==> config.mk <==
export PLATFORM = sky130hd
export DESIGN_NAME = pipe_reg_skid
export DESIGN_NICKNAME = d
export VERILOG_FILES = /design/src/rtl/pipe_reg_skid.sv
export SDC_FILE = /design/constraint.sdc
export NUM_CORES = 1
export LEC_CHECK = 0
export CAP_MARGIN = 10
export CORE_ASPECT_RATIO = 0.7
export CORE_MARGIN = 8
export CORE_UTILIZATION = 52
export DETAILED_ROUTE_END_ITERATION = 12
export GPL_ROUTABILITY_DRIVEN = 0
export PLACE_DENSITY = 0.94
export SYNTH_ARGS = -nofsm -noshare
export SYNTH_HDL_FRONTEND = slang
export SYNTH_SLANG_ARGS = --single-unit
export TNS_END_PERCENT = 10
==> constraint.sdc <==
create_clock -name clk -period 4.2 [get_ports clk]
set_input_delay 1.26 -clock clk [delete_from_list [all_inputs] [get_ports clk]]
set_output_delay 1.26 -clock clk [all_outputs]
set_load 0.01 [all_outputs]
==> src/rtl/pipe_reg_skid.sv <==
// Pipeline-stage register with valid/ready handshake, one-entry skid buffer,
// flush and occupancy count. out_data comes straight from the main register.
module pipe_reg_skid #(
  parameter int              WIDTH   = 32,
  parameter logic [WIDTH-1:0] RST_VAL = {WIDTH{1'b0}}
) (
  input  logic             clk,
  input  logic             rst,
  input  logic             en,
  input  logic             flush,
  input  logic             in_valid,
  output logic             in_ready,
  input  logic [WIDTH-1:0] in_data,
  output logic             out_valid,
  input  logic             out_ready,
  output logic [WIDTH-1:0] out_data,
  output logic [1:0]       occupancy
);

  // Encoding doubles as the occupancy count; skid-valid-without-main is not encodable.
  typedef enum logic [1:0] {
    EMPTY = 2'd0,
    ONE   = 2'd1,
    TWO   = 2'd2
  } state_t;

  state_t           state, state_nxt;
  logic [WIDTH-1:0] main_q, main_nxt;
  logic [WIDTH-1:0] skid_q, skid_nxt;
  logic             in_fire, out_fire;

  // in_ready depends only on registered state and en, never on out_ready.
  assign in_ready  = en & (state != TWO);
  assign out_valid = (state != EMPTY);
  assign out_data  = main_q;
  assign occupancy = state;

  assign in_fire  = in_valid & in_ready;
  assign out_fire = out_valid & out_ready & en;

  always_comb begin
    state_nxt = state;
    main_nxt  = main_q;
    skid_nxt  = skid_q;
    case (state)
      EMPTY: begin
        if (in_fire) begin
          state_nxt = ONE;
          main_nxt  = in_data;
        end
      end
      ONE: begin
        if (in_fire && out_fire) begin
          main_nxt = in_data;
        end else if (in_fire) begin
          state_nxt = TWO;
          skid_nxt  = in_data;
        end else if (out_fire) begin
          // main keeps its stale value; out_valid drops
          state_nxt = EMPTY;
        end
      end
      TWO: begin
        if (out_fire) begin
          state_nxt = ONE;
          main_nxt  = skid_q;
        end
      end
      default: state_nxt = EMPTY;
    endcase
  end

  // Flush matches reset: drops held entries and any same-cycle input.
  always_ff @(posedge clk) begin
    if (rst || flush) begin
      state  <= EMPTY;
      main_q <= RST_VAL;
      skid_q <= RST_VAL;
    end else begin
      state  <= state_nxt;
      main_q <= main_nxt;
      skid_q <= skid_nxt;
    end
  end

endmodule

==> results of run 1 <==
[critical path: cells and delay by family]
family	cells	cell delay (ps)
buffers and inverters	2	1050
AND/OR/NAND/NOR	1	180
[cells in the mapped netlist]
| master | instances |
|---|---|
| or2_2 | 2 |
| buf_1 | 3 |
| a31oi_1 | 1 |
| a211oi_2 | 30 |
| and3b_1 | 1 |
| and2_4 | 1 |
| nor2_1 | 3 |
| and2_1 | 2 |
| inv_1 | 1 |
| and4bb_2 | 1 |
| mux2i_1 | 33 |
| buf_2 | 7 |
| nand2_1 | 66 |
| clkbuf_1 | 15 |
| a31o_4 | 1 |
| dfxtp_1 | 66 |
| a21oi_1 | 65 |
| a211oi_1 | 2 |
| xor2_1 | 1 |
| nand2b_1 | 2 |
| nor3b_1 | 1 |
| buf_6 | 4 |
[layout by cell type (no fill, tap or decap), types with 3 or more instances in the layout]
master and count:
buf_4 7, a21oi_1 65, nand2_1 66, clkdlybuf4s50_1 73
dfxtp_1 66, nor2_1 3, a211oi_2 30, clkbuf_8 11
mux2i_1 33
[area by class of cell]
| type | instances | area, um2 | area share |
|---|---|---|---|
| Clock inverter | 2 | 60.1 | 0.0157 |
| Inverter | 1 | 3.75 | 0.000979 |
| Timing Repair Buffer | 80 | 783 | 0.204 |
| Tap cell | 72 | 90.1 | 0.0235 |
| Clock buffer | 13 | 159 | 0.0415 |
| Multi-Input combinational cell | 212 | 1420 | 0.369 |
| Sequential cell | 66 | 1320 | 0.345 |
[per-layer routing]
layer | part of all wire | global-route usage
met5 | 0 | 0
met1 | 0.43 | 0.218
met3 | 0.061 | 0.0653
met2 | 0.49 | 0.303
met4 | 0.018 | 0.0681
[path summary, 6_finish.rpt]
kind,to,slack [ps]
setup / recovery,in_ready,450
hold / removal,skid_q[11],460
setup reg to reg,out_data[0],2240
hold reg to reg,skid_q[11],460
[metrics by stage]
| step | area (um2) | cells | worst slack (ps) |
|---|---|---|---|
| after floorplan | 2890 | 308 | 950 |
| after CTS | 3830 | 446 | 433 |
| after global placement | 3610 | 431 | 514 |
| after detailed placement | 3610 | 431 | 447 |
| after global routing | 3830 | 446 | 398 |
| final | 3830 | 446 | 446 |
[flip-flops by register name (all words and copies together) (netlist names)]
register   cells
out_data      32
skid_q        32
occupancy      2
[power by group through the flow]
stage | sequential (mW) | combinational (mW) | clock (mW)
2_1_floorplan | 0.662 | 0.0761 | 0
3_3_place_gp | 0.658 | 0.152 | 0
3_5_place_dp | 0.658 | 0.157 | 0
4_1_cts | 0.645 | 0.158 | 0.597
5_1_grt | 0.645 | 0.168 | 0.628
6_report | 0.645 | 0.157 | 0.587
[cells by family (layout without fill, tap and decap cells)]
logic type | Yosys count | after routing
AO/OA/AOI/OAI | 99 | 99
buffers and inverters | 30 | 96
AND/OR/NAND/NOR | 79 | 79
flip-flops | 66 | 66
XOR/XNOR | 1 | 1
multiplexers | 33 | 33
==> impl_metrics.yaml, run 1 <==
setup_path:
  crit_top_cell: "clkdlybuf4s50_1"
  slowest_delay_ps: 580
  worstPathRequired_ps: 2940
  crit_fanout: 2
  reg2regPathDepth: 4
  crit_arrival_ps: 2490
  startpoint_type: "primary input"
  crit_type: "primary input to output pin"
  worstSetupStartpoint: "en"
  cp-end-kind: "output pin"
  crit_chain: "clkdlybuf4s50_1, and2_1, clkdlybuf4s50_1"
  reg2reg_from: "occupancy[1]"
  crit_slowest_cell: "clkdlybuf4s50_1"
power_and_ir_drop:
  p_comb_frac: 0.113
  p_leak_nw: 1.46
  power_density_nw_per_um2: 362
  seq_power_share: 0.464
  pwr-share-clk: 0.423
  internal-power_mw: 1.08
  power.switching_uw: 309
  irDropWorstVdd_mv: 0.229
  power_mw: 1.39
  swShare: 0.223
global_route:
  grt_use_total: 0.184
  antenna_found_initial: 0
  grt.overflow.total: 0
  grt_first_pass_wirelength_mm: 12.4
  first_global_vias: 2478
  grt_max_degree: 39
logic_synthesis:
  yosysWarnings: 0
  synth_area_leader_cell: "dfxtp_1"
  synth_top_family_by_area: "compound AO/OA/AOI/OAI gates"
  synthCells: 308
  synth_top_area_share: 0.458
  synthAdderAreaFrac: 0
  syn_avg_cell_area_um2: 9.37
  synthMuxAreaShare: 0.114
  synth.top_cells.by_area: "dfxtp_1 46%, a211oi_2 13%, mux2i_1 11%, a21oi_1 11%, nand2_1 8.6%"
  yosysSeqAreaShare: 0.458
  yosys.area_share.simple: 0.116
  synth_seq_cells: 66
  synth_compound_area_frac: 0.256
  ys_types: 22
  syn_nets: 346
  synth_area_um2: 2890
  synth-xor-area-share: 0.00304
clock_tree:
  clock-root-buffer: "clkbuf_8"
  ctsHoldBuffers: 0
  clk_pin_slew_ps: 70
  post_cts_resize_count: 0
  post_cts_buffers: 0
  h-tree-depth: 3
  cts_sinks: 66
  numCtsBuffers: 9
  cts_tree: "yes"
  cts_max_path_buffers: 2
  worstSkewPairLatency_ps: 340
timing:
  rsz0062_at_grt: "no"
  worstMarginPinSlew_ps: 657
  period_share: 0.894
  skew_ps: 6.49
  maxSlewViolCount: 0
  clock.fmax_mhz: 266
  fin_hold_ws_ps: 456
  setup_viol: 0
  hold_violations: 0
  finalSetupTns_ps: 0
  max-slew-margin-rel: 0.562
  fin_crit_ps: 3750
routing:
  wl_per_cell_um: 16.9
  vias: 2482
  totalWireLength_mm: 7.55
  ant_nets: 0
  drcViolationCount: 0
  first_pass_iters: 4
  viasPerCell: 5.57
  drt_iter0_drc: 166
final_layout:
  nFillCells: 404
  syn2layout_area_growth_pct: 32.8
  drive_above_1_share: 0.150
  layout.nets: 408
  insertedDiodeCount: 0
  post-route-util: 0.725
place:
  dp_hpwl_mm: 4.92
  portBuffers: 73
floorplanning:
  core_area_um2: 5290
  rows: 22
  dieWidth_um: 105
  dieHeight_um: 78.3
  io_pins: 74
  design.die.area_um2: 8230
  start_util: 0.546
worst_hold_path:
  whs_path_depth: 2
  min_path_type: "flip-flop to flip-flop"
  hp-start: "skid_q[11]"
run:
  cap_viol_max_count: 0
run_status:
  status: "finished, final reports clean"
No activity file was read; power rests on OpenSTA's default activity.
==> run 2, diff against run 1 <==
CORE_UTILIZATION = 45   (was 52)
PLACE_DENSITY = 0.84   (was 0.94)
==> impl_metrics.yaml, run 2 (synthesis gave the netlist of run 1 again) <==
timing:
  fin_crit_ps: 3740
  timing.final.ws_setup_ps: 464
  max-slew-margin-rel: 0.318
  rsz0062_at_grt: "no"
  setup_viol: 0
  skew_ps: 8.61
  fin_hold_ws_ps: 456
  period_share: 0.890
  clock.fmax_mhz: 268
  worstMarginPinSlew_ps: 1020
  maxSlewViolCount: 0
  hold_violations: 0
  finalSetupTns_ps: 0
clock_tree:
  numCtsBuffers: 9
  cts_tree: "yes"
  clk_pin_slew_ps: 70
  worstSkewPairLatency_ps: 340
  cts_sinks: 66
  ctsHoldBuffers: 0
  cts_max_path_buffers: 2
  post_cts_resize_count: 0
  clock-root-buffer: "clkbuf_8"
  post_cts_buffers: 0
  h-tree-depth: 3
setup_path:
  crit_type: "primary input to output pin"
  worstSetupStartpoint: "en"
  crit_arrival_ps: 2480
  startpoint_type: "primary input"
  worstPathRequired_ps: 2940
  reg2reg_from: "occupancy[1]"
  cp-end-kind: "output pin"
  crit_fanout: 2
routing:
  viasPerCell: 5.33
  vias: 2410
  totalWireLength_mm: 7.49
  ant_nets: 0
  drcViolationCount: 0
  drt_iter0_drc: 98
  wl_per_cell_um: 16.6
  first_pass_iters: 4
final_layout:
  insertedDiodeCount: 0
  layout_common_cells: "73 x clkdlybuf4s50_1, 66 x nand2_1, 66 x dfxtp_1"
  drive_above_1_share: 0.152
  post-route-util: 0.624
  nFillCells: 512
  layout.nets: 407
  final_common_cell: "clkdlybuf4s50_1"
  syn2layout_area_growth_pct: 34.5
place:
  portBuffers: 73
  pre_cts_slack_ps: 477
  dp_hpwl_mm: 4.89
global_route:
  grt.overflow.total: 0
  grt_first_pass_wirelength_mm: 12.4
  antenna_found_initial: 0
  first_global_vias: 2456
  grt_use_total: 0.162
  grt_max_degree: 44
floorplanning:
  dieHeight_um: 83.0
  core_area_um2: 6220
  design.die.area_um2: 9270
  io_pins: 74
  rows: 24
  dieWidth_um: 112
  start_util: 0.464
power_and_ir_drop:
  irDropWorstVdd_mv: 0.185
  power_density_nw_per_um2: 388
  p_leak_nw: 1.47
run:
  cap_viol_max_count: 0
run_status:
  status: "finished, final reports clean"
worst_hold_path:
  min_path_type: "flip-flop to flip-flop"
  hp-start: "skid_q[31]"
-- run 2: cell count changes in the layout (fill, tap and decap cells not counted) --
cell,change
clkbuf_8,-1
clkinv_2,+1
bufinv_16,+2
buf_4,-1
clkbuf_1,-1
-- run 2: stage by stage --
stage               total power [mW]  instance area, um2  instances
floorplan                      0.739                2890        308
global placement               0.812                3610        436
detailed placement             0.814                3610        436
global route                    1.57                3880        452
CTS                             1.52                3880        452
finish                          1.51                3880        452
-- run 2: layout make-up --
type / count / area, um2 / share of cell area
Multi-Input combinational cell: 212 / 1420 / 0.365
Timing Repair Buffer: 79 / 776 / 0.200
Clock inverter: 5 / 125 / 0.0322
Tap cell: 78 / 97.6 / 0.0252
Sequential cell: 66 / 1320 / 0.341
Inverter: 1 / 3.75 / 0.000967
Clock buffer: 11 / 141 / 0.0364
-- run 2: path summary, 6_finish.rpt --
check | endpoint | slack (ps) | cells past startpoint
max reg2reg | out_data[23] | 2230 | 4
max | in_ready | 460 | 3
min reg2reg | skid_q[31] | 460 | 2
min | skid_q[31] | 460 | 2
-- run 2: per-layer routing --
| metal | track usage | part of all wire | vias up |
|---|---|---|---|
| met5 | 0 | 0 | - |
| li1 | - | - | 1197 |
| met3 | 0.0795 | 0.075 | 7 |
| met2 | 0.256 | 0.46 | 64 |
| met4 | 0.0297 | 0.0059 | 0 |
| met1 | 0.197 | 0.46 | 1142 |
-- run 2: where the power goes --
| part | total [mW] | internal [mW] | switching, mW |
|---|---|---|---|
| clock network | 0.706 | 0.470 | 0.236 |
| registers | 0.644 | 0.637 | 0.00705 |
| logic | 0.156 | 0.0777 | 0.0782 |
-- run 2: worst max-delay path: stages --
cell and delay (ps):
clkdlybuf4s50_1 470, and2_1 180, clkdlybuf4s50_1 570
==> run 3, diff against run 2 <==
CORE_UTILIZATION = 44   (was 45)
PLACE_DENSITY = 0.86   (was 0.84)
REMOVE_ABC_BUFFERS = 1   (was default)
clock period = 3.21 ns   (was 4.2 ns; I/O delays follow)
==> impl_metrics.yaml, run 3 (synthesis gave the netlist of run 1 again) <==
global_route:
  first_global_vias: 2494
  grt_max_degree: 67
  grt_first_pass_wirelength_mm: 12.6
  antenna_found_initial: 0
  grt.overflow.total: 0
  grt_use_total: 0.165
final_layout:
  insertedDiodeCount: 0
  layout.nets: 408
  final_common_cell: "clkdlybuf4s50_1"
  layout_common_cells: "73 x clkdlybuf4s50_1, 66 x nand2_1, 66 x dfxtp_1"
  syn2layout_area_growth_pct: 31.8
  drive_above_1_share: 0.152
  stdcell_count: 452
timing:
  max-slew-margin-rel: 0.439
  hold_violations: 0
  fin_crit_ps: 3130
  setup_viol: 0
  period_share: 0.974
  rsz0062_at_grt: "no"
  worstMarginPinSlew_ps: 842
  clock.fmax_mhz: 320
  finalSetupTns_ps: 0
  maxSlewViolCount: 0
  skew_ps: 5.76
power_and_ir_drop:
  power_mw: 1.66
  power_density_nw_per_um2: 436
  irDropWorstVdd_mv: 0.235
  p_leak_nw: 1.44
place:
  dp_hpwl_mm: 5.03
  dpl.cell_count: 437
  portBuffers: 73
routing:
  vias: 2441
  drt_iter0_drc: 151
  viasPerCell: 5.40
  first_pass_iters: 4
  totalWireLength_mm: 7.54
  ant_nets: 0
  drcViolationCount: 0
  wl_per_cell_um: 16.7
floorplanning:
  rows: 24
  start_util: 0.460
  dieHeight_um: 83.8
  design.die.area_um2: 9450
  core_area_um2: 6280
  dieWidth_um: 113
  io_pins: 74
worst_hold_path:
  min_path_type: "flip-flop to flip-flop"
  whs_path_depth: 2
  hp-start: "skid_q[2]"
  min_to: "skid_q[2]"
setup_path:
  crit_fanout: 2
  crit_type: "primary input to output pin"
  reg2regPathDepth: 4
  reg2reg_from: "occupancy[1]"
  worstPathRequired_ps: 2250
  startpoint_type: "primary input"
  r2r_slack_ps: 1390
  crit_arrival_ps: 2160
  cp-end-kind: "output pin"
  r2r_end: "out_data[1]"
run_status:
  status: "finished, final reports clean"
run:
  cap_viol_max_count: 0
clock_tree:
  cts_sinks: 66
  h-tree-depth: 3
  post_cts_buffers: 0
  clock-root-buffer: "clkbuf_8"
  cts_max_path_buffers: 2
  numCtsBuffers: 9
  clk_pin_slew_ps: 60
  post_cts_resize_count: 0
  worstSkewPairLatency_ps: 340
  cts_tree: "yes"
  ctsHoldBuffers: 0
-- run 3: worst max-delay path by stage --
stage	from	to	slack, ps	cells after the start
after global routing	en	in_ready	20	3
after floorplan	occupancy[0]	in_ready	290	2
final	en	in_ready	80	3
after CTS	en	in_ready	60	3
after global placement	en	in_ready	60	3
after detailed placement	en	in_ready	70	3
-- run 3: power breakdown --
group / switching [mW] / internal (mW)
Combinational: 0.104 / 0.102
Sequential: 0.00930 / 0.834
Clock: 0.296 / 0.314
-- run 3: final cells by class --
cell class,instances,area [um2]
clock buffer,12,155
clock inverter,3,15.0
fill,560,2470
inverter,1,3.75
multi-input combinational,212,1420
sequential,66,1320
tap,78,97.6
timing repair buffer,80,796
-- run 3: per-stage QoR --
step / area [um2] / worst slack, ps / utilization / hold WS (ps)
floorplan: 2740 / 291 / - / 436
global placement: 3630 / 60.8 / 0.579 / 441
detailed placement: 3630 / 73.8 / 0.579 / 446
CTS: 3800 / 63.8 / 0.606 / 455
global route: 3800 / 19.3 / 0.606 / 473
finish: 3800 / 84.4 / 0.606 / 454
-- run 3: layer usage --
layer | vias up | global-route usage | wire length [um]
li1 | 1202 | - | -
met1 | 1157 | 0.202 | 3570
met2 | 76 | 0.251 | 3340
met3 | 6 | 0.0845 | 581
met4 | 0 | 0.0366 | 51
met5 | - | 0 | 0
-- run 3: critical path, cell delays in order --
cell and delay (ps):
clkdlybuf4s50_1 480, and2_1 170, clkdlybuf4s50_1 550
